**src/rtl/hazard_scoreboard_pkg.sv**
```systemverilog
// Shared defaults and helpers for the Tuse/Tnew hazard scoreboard.
// Optional MDU busy tracking is enabled by defining MDU_BUSY_EN.
package hazard_scoreboard_pkg;

    // Default geometry of the scoreboard
    localparam int unsigned DEF_NUM_STAGES = 3;
    localparam int unsigned DEF_REG_AW     = 5;
    localparam int unsigned DEF_TW         = 2;

    // Default MDU busy durations in cycles
    localparam int unsigned DEF_MUL_LAT    = 5;
    localparam int unsigned DEF_DIV_LAT    = 10;

    // All-ones Tuse marks a source operand that the instruction never reads
    function automatic int unsigned tuse_none(input int unsigned tw);
        return (32'd1 << tw) - 32'd1;
    endfunction

    // Width of a forwarding select that can name regfile (0) or slots 1..n
    function automatic int unsigned sel_width(input int unsigned n);
        return (n < 1) ? 1 : $clog2(n + 1);
    endfunction

    function automatic int unsigned max_u(input int unsigned a, input int unsigned b);
        return (a > b) ? a : b;
    endfunction

endpackage

```
**src/rtl/hazard_scoreboard_if.sv**
```systemverilog
// D-stage <-> hazard scoreboard bundle: decoded D operands in, stall/forward out.
// The mdu_* fields are only meaningful when MDU_BUSY_EN is defined.
interface hazard_scoreboard_if #(
    parameter int unsigned NUM_STAGES = 3,
    parameter int unsigned REG_AW     = 5,
    parameter int unsigned TW         = 2
);
    localparam int unsigned SEL_W = (NUM_STAGES < 1) ? 1 : $clog2(NUM_STAGES + 1);

    logic              d_valid;
    logic [REG_AW-1:0] d_rs_addr;
    logic [REG_AW-1:0] d_rt_addr;
    logic [TW-1:0]     d_rs_tuse;
    logic [TW-1:0]     d_rt_tuse;
    logic [REG_AW-1:0] d_dst_addr;
    logic [TW-1:0]     d_tnew;
    logic              d_mdu_start;
    logic              d_mdu_div;
    logic              d_mdu_use;
    logic              stall;
    logic [SEL_W-1:0]  fwd_rs_sel;
    logic [SEL_W-1:0]  fwd_rt_sel;
    logic              mdu_busy;

    // D-stage side
    modport master (
        output d_valid, d_rs_addr, d_rt_addr, d_rs_tuse, d_rt_tuse,
               d_dst_addr, d_tnew, d_mdu_start, d_mdu_div, d_mdu_use,
        input  stall, fwd_rs_sel, fwd_rt_sel, mdu_busy
    );

    // Scoreboard side
    modport slave (
        input  d_valid, d_rs_addr, d_rt_addr, d_rs_tuse, d_rt_tuse,
               d_dst_addr, d_tnew, d_mdu_start, d_mdu_div, d_mdu_use,
        output stall, fwd_rs_sel, fwd_rt_sel, mdu_busy
    );

endinterface

```
**src/rtl/hazard_scoreboard_mdu_busy_counter.sv**
```systemverilog
// MDU busy countdown: loads the multiply or divide latency on an accepted
// start and counts down to zero. Only instantiated when MDU_BUSY_EN is defined.
module hazard_scoreboard_mdu_busy_counter
    import hazard_scoreboard_pkg::*;
#(
    parameter int unsigned MUL_LAT = DEF_MUL_LAT,
    parameter int unsigned DIV_LAT = DEF_DIV_LAT
) (
    input  logic clk,
    input  logic reset,
    input  logic load,
    input  logic is_div,
    output logic busy
);
    localparam int unsigned CW = $clog2(max_u(MUL_LAT, DIV_LAT) + 1);

    logic [CW-1:0] cnt_q;
    logic [CW-1:0] cnt_d;

    // Next count: reload on accepted start, otherwise saturating decrement
    always_comb begin
        cnt_d = cnt_q;
        if (load) begin
            cnt_d = is_div ? CW'(DIV_LAT) : CW'(MUL_LAT);
        end else if (cnt_q != '0) begin
            cnt_d = cnt_q - CW'(1);
        end
    end

    // Count register with synchronous reset
    always_ff @(posedge clk) begin
        if (reset) begin
            cnt_q <= '0;
        end else begin
            cnt_q <= cnt_d;
        end
    end

    assign busy = (cnt_q != '0);

endmodule

```
**src/rtl/hazard_scoreboard.sv**
```systemverilog
// Tuse/Tnew hazard scoreboard beside the D stage. Tracks in-flight register
// writes across NUM_STAGES slots, raises stall and picks forward sources.
// Define MDU_BUSY_EN to add HI/LO busy tracking for mult/div.
module hazard_scoreboard
    import hazard_scoreboard_pkg::*;
#(
    parameter int unsigned NUM_STAGES = DEF_NUM_STAGES,
    parameter int unsigned REG_AW     = DEF_REG_AW,
    parameter int unsigned TW         = DEF_TW,
    parameter int unsigned MUL_LAT    = DEF_MUL_LAT,
    parameter int unsigned DIV_LAT    = DEF_DIV_LAT
) (
    input logic clk,
    input logic reset,
    hazard_scoreboard_if.slave hs
);
    localparam int unsigned SEL_W = sel_width(NUM_STAGES);
    localparam logic [TW-1:0] TUSE_NONE = TW'(tuse_none(TW));

    // Array index i holds pipeline slot i+1 (index 0 is E)
    logic              slot_vld  [NUM_STAGES];
    logic [REG_AW-1:0] slot_dst  [NUM_STAGES];
    logic [TW-1:0]     slot_tnew [NUM_STAGES];

    logic [NUM_STAGES-1:0] rs_hit;
    logic [NUM_STAGES-1:0] rt_hit;

    logic             rs_found, rt_found;
    logic [SEL_W-1:0] rs_idx, rt_idx;
    logic [TW-1:0]    rs_tnew, rt_tnew;
    logic             rs_active, rt_active;
    logic             rs_hazard, rt_hazard;
    logic             mdu_hazard;
    logic             stall;

    function automatic logic [TW-1:0] sat_dec(input logic [TW-1:0] t);
        return (t == '0) ? t : t - TW'(1);
    endfunction

    // Slot shift chain: D enters slot 1 (or a bubble on stall), older entries age
    always_ff @(posedge clk) begin
        if (reset) begin
            for (int i = 0; i < NUM_STAGES; i++) begin
                slot_vld[i]  <= 1'b0;
                slot_dst[i]  <= '0;
                slot_tnew[i] <= '0;
            end
        end else begin
            slot_vld[0]  <= !stall && hs.d_valid && (hs.d_dst_addr != '0);
            slot_dst[0]  <= stall ? '0 : hs.d_dst_addr;
            slot_tnew[0] <= stall ? '0 : hs.d_tnew;
            for (int i = 1; i < NUM_STAGES; i++) begin
                slot_vld[i]  <= slot_vld[i-1];
                slot_dst[i]  <= slot_dst[i-1];
                slot_tnew[i] <= sat_dec(slot_tnew[i-1]);
            end
        end
    end

    // Per-slot address comparators for both sources
    for (genvar g = 0; g < NUM_STAGES; g++) begin : gen_match
        assign rs_hit[g] = slot_vld[g] && (slot_dst[g] == hs.d_rs_addr);
        assign rt_hit[g] = slot_vld[g] && (slot_dst[g] == hs.d_rt_addr);
    end

    // Priority encode: scan oldest to newest so the nearest slot wins
    always_comb begin
        rs_found = 1'b0;
        rs_idx   = '0;
        rs_tnew  = '0;
        rt_found = 1'b0;
        rt_idx   = '0;
        rt_tnew  = '0;
        for (int i = NUM_STAGES - 1; i >= 0; i--) begin
            if (rs_hit[i]) begin
                rs_found = 1'b1;
                rs_idx   = SEL_W'(i + 1);
                rs_tnew  = slot_tnew[i];
            end
            if (rt_hit[i]) begin
                rt_found = 1'b1;
                rt_idx   = SEL_W'(i + 1);
                rt_tnew  = slot_tnew[i];
            end
        end
    end

    // Hazard and forward decisions per source
    always_comb begin
        rs_active = (hs.d_rs_tuse != TUSE_NONE) && (hs.d_rs_addr != '0);
        rt_active = (hs.d_rt_tuse != TUSE_NONE) && (hs.d_rt_addr != '0);
        rs_hazard = rs_active && rs_found && (rs_tnew > hs.d_rs_tuse);
        rt_hazard = rt_active && rt_found && (rt_tnew > hs.d_rt_tuse);
        hs.fwd_rs_sel = (rs_active && rs_found && (rs_tnew == '0)) ? rs_idx : '0;
        hs.fwd_rt_sel = (rt_active && rt_found && (rt_tnew == '0)) ? rt_idx : '0;
    end

`ifdef MDU_BUSY_EN
    logic mdu_load;
    logic mdu_busy_int;

    // A start that itself stalls (MDU still busy) must not reload the count
    assign mdu_load = hs.d_valid && hs.d_mdu_start && !stall;

    hazard_scoreboard_mdu_busy_counter #(
        .MUL_LAT (MUL_LAT),
        .DIV_LAT (DIV_LAT)
    ) u_mdu_busy_counter (
        .clk    (clk),
        .reset  (reset),
        .load   (mdu_load),
        .is_div (hs.d_mdu_div),
        .busy   (mdu_busy_int)
    );

    assign mdu_hazard  = (hs.d_mdu_start || hs.d_mdu_use) && mdu_busy_int;
    assign hs.mdu_busy = mdu_busy_int;
`else
    logic unused_mdu;

    assign unused_mdu  = ^{hs.d_mdu_start, hs.d_mdu_div, hs.d_mdu_use};
    assign mdu_hazard  = 1'b0;
    assign hs.mdu_busy = 1'b0;
`endif

    assign stall    = hs.d_valid && (rs_hazard || rt_hazard || mdu_hazard);
    assign hs.stall = stall;

endmodule
```
**src/flat_wrapper.sv**
```systemverilog
// flat-port wrapper written by rule: the top's interface ports become plain ports
module hazard_scoreboard_flat import hazard_scoreboard_pkg::*;
#(
    parameter int unsigned NUM_STAGES = DEF_NUM_STAGES,
    parameter int unsigned REG_AW     = DEF_REG_AW,
    parameter int unsigned TW         = DEF_TW,
    parameter int unsigned MUL_LAT    = DEF_MUL_LAT,
    parameter int unsigned DIV_LAT    = DEF_DIV_LAT
)
  (clk, reset, hs_d_valid, hs_d_rs_addr, hs_d_rt_addr, hs_d_rs_tuse, hs_d_rt_tuse, hs_d_dst_addr, hs_d_tnew, hs_d_mdu_start, hs_d_mdu_div, hs_d_mdu_use, hs_stall, hs_fwd_rs_sel, hs_fwd_rt_sel, hs_mdu_busy);
  hazard_scoreboard_if #(.NUM_STAGES(NUM_STAGES), .REG_AW(REG_AW), .TW(TW)) hs_i ();
  input logic clk;
  input logic reset;
  input wire logic [$bits(hs_i.d_valid)-1:0] hs_d_valid;
  input wire logic [$bits(hs_i.d_rs_addr)-1:0] hs_d_rs_addr;
  input wire logic [$bits(hs_i.d_rt_addr)-1:0] hs_d_rt_addr;
  input wire logic [$bits(hs_i.d_rs_tuse)-1:0] hs_d_rs_tuse;
  input wire logic [$bits(hs_i.d_rt_tuse)-1:0] hs_d_rt_tuse;
  input wire logic [$bits(hs_i.d_dst_addr)-1:0] hs_d_dst_addr;
  input wire logic [$bits(hs_i.d_tnew)-1:0] hs_d_tnew;
  input wire logic [$bits(hs_i.d_mdu_start)-1:0] hs_d_mdu_start;
  input wire logic [$bits(hs_i.d_mdu_div)-1:0] hs_d_mdu_div;
  input wire logic [$bits(hs_i.d_mdu_use)-1:0] hs_d_mdu_use;
  output wire logic [$bits(hs_i.stall)-1:0] hs_stall;
  output wire logic [$bits(hs_i.fwd_rs_sel)-1:0] hs_fwd_rs_sel;
  output wire logic [$bits(hs_i.fwd_rt_sel)-1:0] hs_fwd_rt_sel;
  output wire logic [$bits(hs_i.mdu_busy)-1:0] hs_mdu_busy;
  assign hs_i.d_valid = hs_d_valid;
  assign hs_i.d_rs_addr = hs_d_rs_addr;
  assign hs_i.d_rt_addr = hs_d_rt_addr;
  assign hs_i.d_rs_tuse = hs_d_rs_tuse;
  assign hs_i.d_rt_tuse = hs_d_rt_tuse;
  assign hs_i.d_dst_addr = hs_d_dst_addr;
  assign hs_i.d_tnew = hs_d_tnew;
  assign hs_i.d_mdu_start = hs_d_mdu_start;
  assign hs_i.d_mdu_div = hs_d_mdu_div;
  assign hs_i.d_mdu_use = hs_d_mdu_use;
  assign hs_stall = hs_i.stall;
  assign hs_fwd_rs_sel = hs_i.fwd_rs_sel;
  assign hs_fwd_rt_sel = hs_i.fwd_rt_sel;
  assign hs_mdu_busy = hs_i.mdu_busy;
  hazard_scoreboard #(.NUM_STAGES(NUM_STAGES), .REG_AW(REG_AW), .TW(TW), .MUL_LAT(MUL_LAT), .DIV_LAT(DIV_LAT)) u_core (.clk(clk), .reset(reset), .hs(hs_i));
endmodule
```
**config.mk**
```make
export PLATFORM = sky130hd
export DESIGN_NAME = hazard_scoreboard_flat
export DESIGN_NICKNAME = d
export VERILOG_FILES = /design/src/rtl/hazard_scoreboard_pkg.sv /design/src/rtl/hazard_scoreboard_if.sv /design/src/rtl/hazard_scoreboard_mdu_busy_counter.sv /design/src/rtl/hazard_scoreboard.sv /design/src/flat_wrapper.sv
export SDC_FILE = /design/constraint.sdc
export NUM_CORES = 1
export LEC_CHECK = 0
export ABC_AREA = 1
export ABC_CLOCK_PERIOD_IN_PS = 2700
export BUFFER_PORTS_ARGS = -buffer_cell sky130_fd_sc_hd__buf_2
export CAP_MARGIN = 20
export CORE_MARGIN = 3
export CORE_UTILIZATION = 55
export DETAILED_ROUTE_END_ITERATION = 16
export GPL_ROUTABILITY_DRIVEN = 0
export HOLD_SLACK_MARGIN = 0.12
export PLACE_DENSITY = 0.9
export SYNTH_ARGS = -nofsm -noshare
export SYNTH_HDL_FRONTEND = slang
export SYNTH_SLANG_ARGS = --single-unit
```
**constraint.sdc**
```tcl
create_clock -name clk -period 2.7 [get_ports clk]
set_clock_uncertainty 0.15 [all_clocks]
set_input_delay 0.135 -clock clk [delete_from_list [all_inputs] [get_ports clk]]
set_output_delay 0.135 -clock clk [all_outputs]
set_load 0.02 [all_outputs]
```
==> impl_metrics.json <==
{
  "htree_levels": 1,
  "port-buffer-count": 28,
  "grt_setup_unrepaired": "true",
  "critPathMaxStageDelay_ns": 0.39,
  "die_x_um": 61.44,
  "io_pins": 33,
  "antenna_found_initial": 0,
  "drtPass1Iterations": 4,
  "die_height_um": 61.44,
  "grt_pass1_vias": 1448,
  "tritoncts.num_buffers": 3,
  "critPathArrivalTime_ns": 2.31,
  "dieArea_um2": 3775,
  "vias": 1741,
  "cp-end-kind": "output pin",
  "wl_per_cell_um": 11.70,
  "drv_cap": 0,
  "dpl_cell_area_um2": 1847,
  "overflow": 0,
  "grt_max_degree": 18,
  "seq_area_um2": 504.2,
  "slew_violations": 0,
  "cts.sinks": 24,
  "finalHoldViolCount": 0,
  "crit_top_cell": "nand2_2",
  "ys_seq_elements": 24,
  "synth_area_um2": 1690,
  "synth_seq_area_share": 0.2842,
  "syn_to_final_growth_pct": 30.35,
  "final_cell_mix": "nand2_1, buf_2, nor2_1, nor2_2, inv_1",
  "remaining_drc_errors": 0,
  "nFillCells": 204,
  "yosysWarnings": 0,
  "synthesis.nets": 304,
  "layout_commonest_cell": "nand2_1",
  "placed_cells": 329,
  "critPathSlowestCell": "dfxtp_4",
  "design_area_um2": 2203,
  "worst_hold_path.num_cells": 7,
  "crit_chain": "inv_2 > nand2_2 > nand2_2 > nor2_4 > nand3_4 > nor2_4 > nor2_2 > nand2_2 > nand2_4 > inv_4 > ha_4 > a21oi_2 > a21oi_2 > nand3_2 > nand2_2 > nand2_4 > inv_2 > buf_6",
  "path_clk_slew_ns": 0.12,
  "critical_path.max_fanout": 6,
  "worstHoldPathType": "primary input to flop",
  "power_density_nw_per_um2": 318.7,
  "power_uw": 702.3,
  "fin_crit_ns": 2.597,
  "dp_hpwl_um": 2890,
  "critPathBufInv": 4,
  "synth_area_per_cell_um2": 6.192,
  "setup_tns_ns": 0,
  "netlist-cell-type-count": 29,
  "finalCritPeriodShare": 0.9618,
  "fin_nets": 350,
  "crit_family": "simple AND/OR/NAND/NOR gates",
  "setup-violations-final": 0,
  "crit_type": "flop to output pin",
  "start_util": 0.5925,
  "fmax_mhz": 385.1,
  "startpoint_type": "flop",
  "leakage_nw": 1.088,
  "clock_latency_ns": 0.31,
  "r2r_cells": 17,
  "multiInputGateArea_um2": 1146,
  "coreArea_um2": 2853,
  "ant_nets": 0,
  "netlist_instances": 273,
  "ir_drop_v": 0.0002412,
  "cp_num_cells": 18,
  "rows": 19,
  "antennaDiodeCount": 0,
  "drtIter0Drc": 100,
  "wl_met1_um": 1692,
  "dr_wl_met2_um": 2010,
  "crit_required_ns": 2.41,
  "run_status": "finished clean",
  "track_usage": 0.2072,
  "grt_pass1_wl_um": 5802,
  "highest_layer": "met4",
  "clock_path_buffers": 2,
  "drive_gt1_frac": 0.4700,
  "wirelength_um": 4073,
  "cts_tree": "done",
  "vias_per_cell": 5.003,
  "final_cells": 348,
  "root_buffer": "clkbuf_4",
  "wl_met3_um": 301
}
==> path summary, 6_finish.rpt <==
check / from / endpoint / slack (ns)
hold reg to reg: u_core.slot_tnew[0][0]$_SDFF_PP0_ / u_core.slot_tnew[0][2]$_SDFF_PP0_ / 0.29
hold / removal: hs_d_rs_tuse[1] / u_core.slot_vld[0][0]$_SDFF_PP0_ / 0.22
setup / recovery: u_core.slot_dst[0][5]$_SDFF_PP0_ / hs_stall / 0.10
setup reg to reg: u_core.slot_dst[0][5]$_SDFF_PP0_ / u_core.slot_dst[0][4]$_SDFF_PP0_ / 0.50
==> layout make-up <==
class,instances,share of cell area
inverter,52,0.09199
clock buffer,3,0.01022
sequential,24,0.2288
timing repair buffer,44,0.1312
tap,31,0.01760
multi-input combinational,194,0.5202
==> synth_stat cells <==
master / number / area (um^2)
nand2_1: 90 / 337.8
nor2_1: 37 / 138.9
inv_1: 35 / 131.4
dfxtp_1: 24 / 480.5
nor2_2: 16 / 100.1
inv_2: 14 / 52.55
nand3_1: 7 / 35.03
a21oi_1: 6 / 30.03
nand2_2: 6 / 37.54
nand3_2: 6 / 60.06
ha_1: 4 / 50.05
nor3_1: 4 / 20.02
clkinv_1: 3 / 11.26
nand3_4: 2 / 35.03
nand4_1: 2 / 12.51
nor2_4: 2 / 22.52
o21ai_0: 2 / 10.01
o21ai_1: 2 / 10.01
a21oi_2: 1 / 8.760
buf_4: 1 / 7.510
buf_6: 1 / 11.26
clkbuf_1: 1 / 3.750
conb_1: 1 / 3.750
nand2_4: 1 / 11.26
nand2_8: 1 / 20.02
nand3b_2: 1 / 11.26
nand3b_4: 1 / 20.02
o21ai_2: 1 / 8.760
o311ai_0: 1 / 8.760
==> where the power goes <==
group / switching, mW / internal [mW]
logic: 0.103 / 0.0688
clock network: 0.0983 / 0.0521
registers: 0.0122 / 0.368
==> worst reg2reg max path, cell delays in order, from the launching register on <==
cell     delay (ns)
dfxtp_4        0.39
inv_2          0.05
nand2_2        0.06
nand2_2        0.06
nor2_4         0.13
nand3_4        0.13
nor2_4         0.13
nor2_2         0.04
nand2_2        0.08
nand2_4        0.07
inv_4          0.06
ha_4           0.20
a21oi_2        0.14
nand3_2        0.10
nand2_2        0.11
nand2_4        0.08
nand2_8        0.09
nor2_2         0.03
==> state kept, by name (all words and copies together) (netlist names) <==
signal	flops
u_core.slot_tnew	6
u_core.slot_vld	3
u_core.slot_dst	15
==> metal layers <==
layer / track usage / vias up
met1: 0.2475 / 761
li1: - / 901
met5: 0 / -
met2: 0.3595 / 73
met3: 0.04193 / 6
met4: 0.08788 / 0
==> stage by stage <==
stage	util	hold slack [ns]	setup WS (ns)
2_1_floorplan	-	0.1114	0.5477
3_3_place_gp	0.6474	0.2087	0.3324
3_5_place_dp	0.6474	0.2119	0.2745
4_1_cts	0.6943	0.2071	0.001101
5_1_grt	0.7724	0.2598	-0.04773
6_report	0.7724	0.2185	0.1032
==> cells by family after synthesis <==
group / count (synthesis) / synth area share
AND/OR/NAND/NOR: 176 / 0.5100
AO/OA/AOI/OAI: 13 / 0.04516
adder cells (fa/ha/maj): 4 / 0.02961
other: 1 / 0.002218
flip-flops: 24 / 0.2842
buffers and inverters: 55 / 0.1288
==> repair_timing <==
item                                    CTS  global route
pin swaps                                 3            30
endpoints found under the setup margin    1             1
endpoints found under the hold margin    24             0
resized for setup                         9            62
hold buffers                              9             0
setup buffers                             1             6
Note: power is estimated with default switching activity, not from simulation.
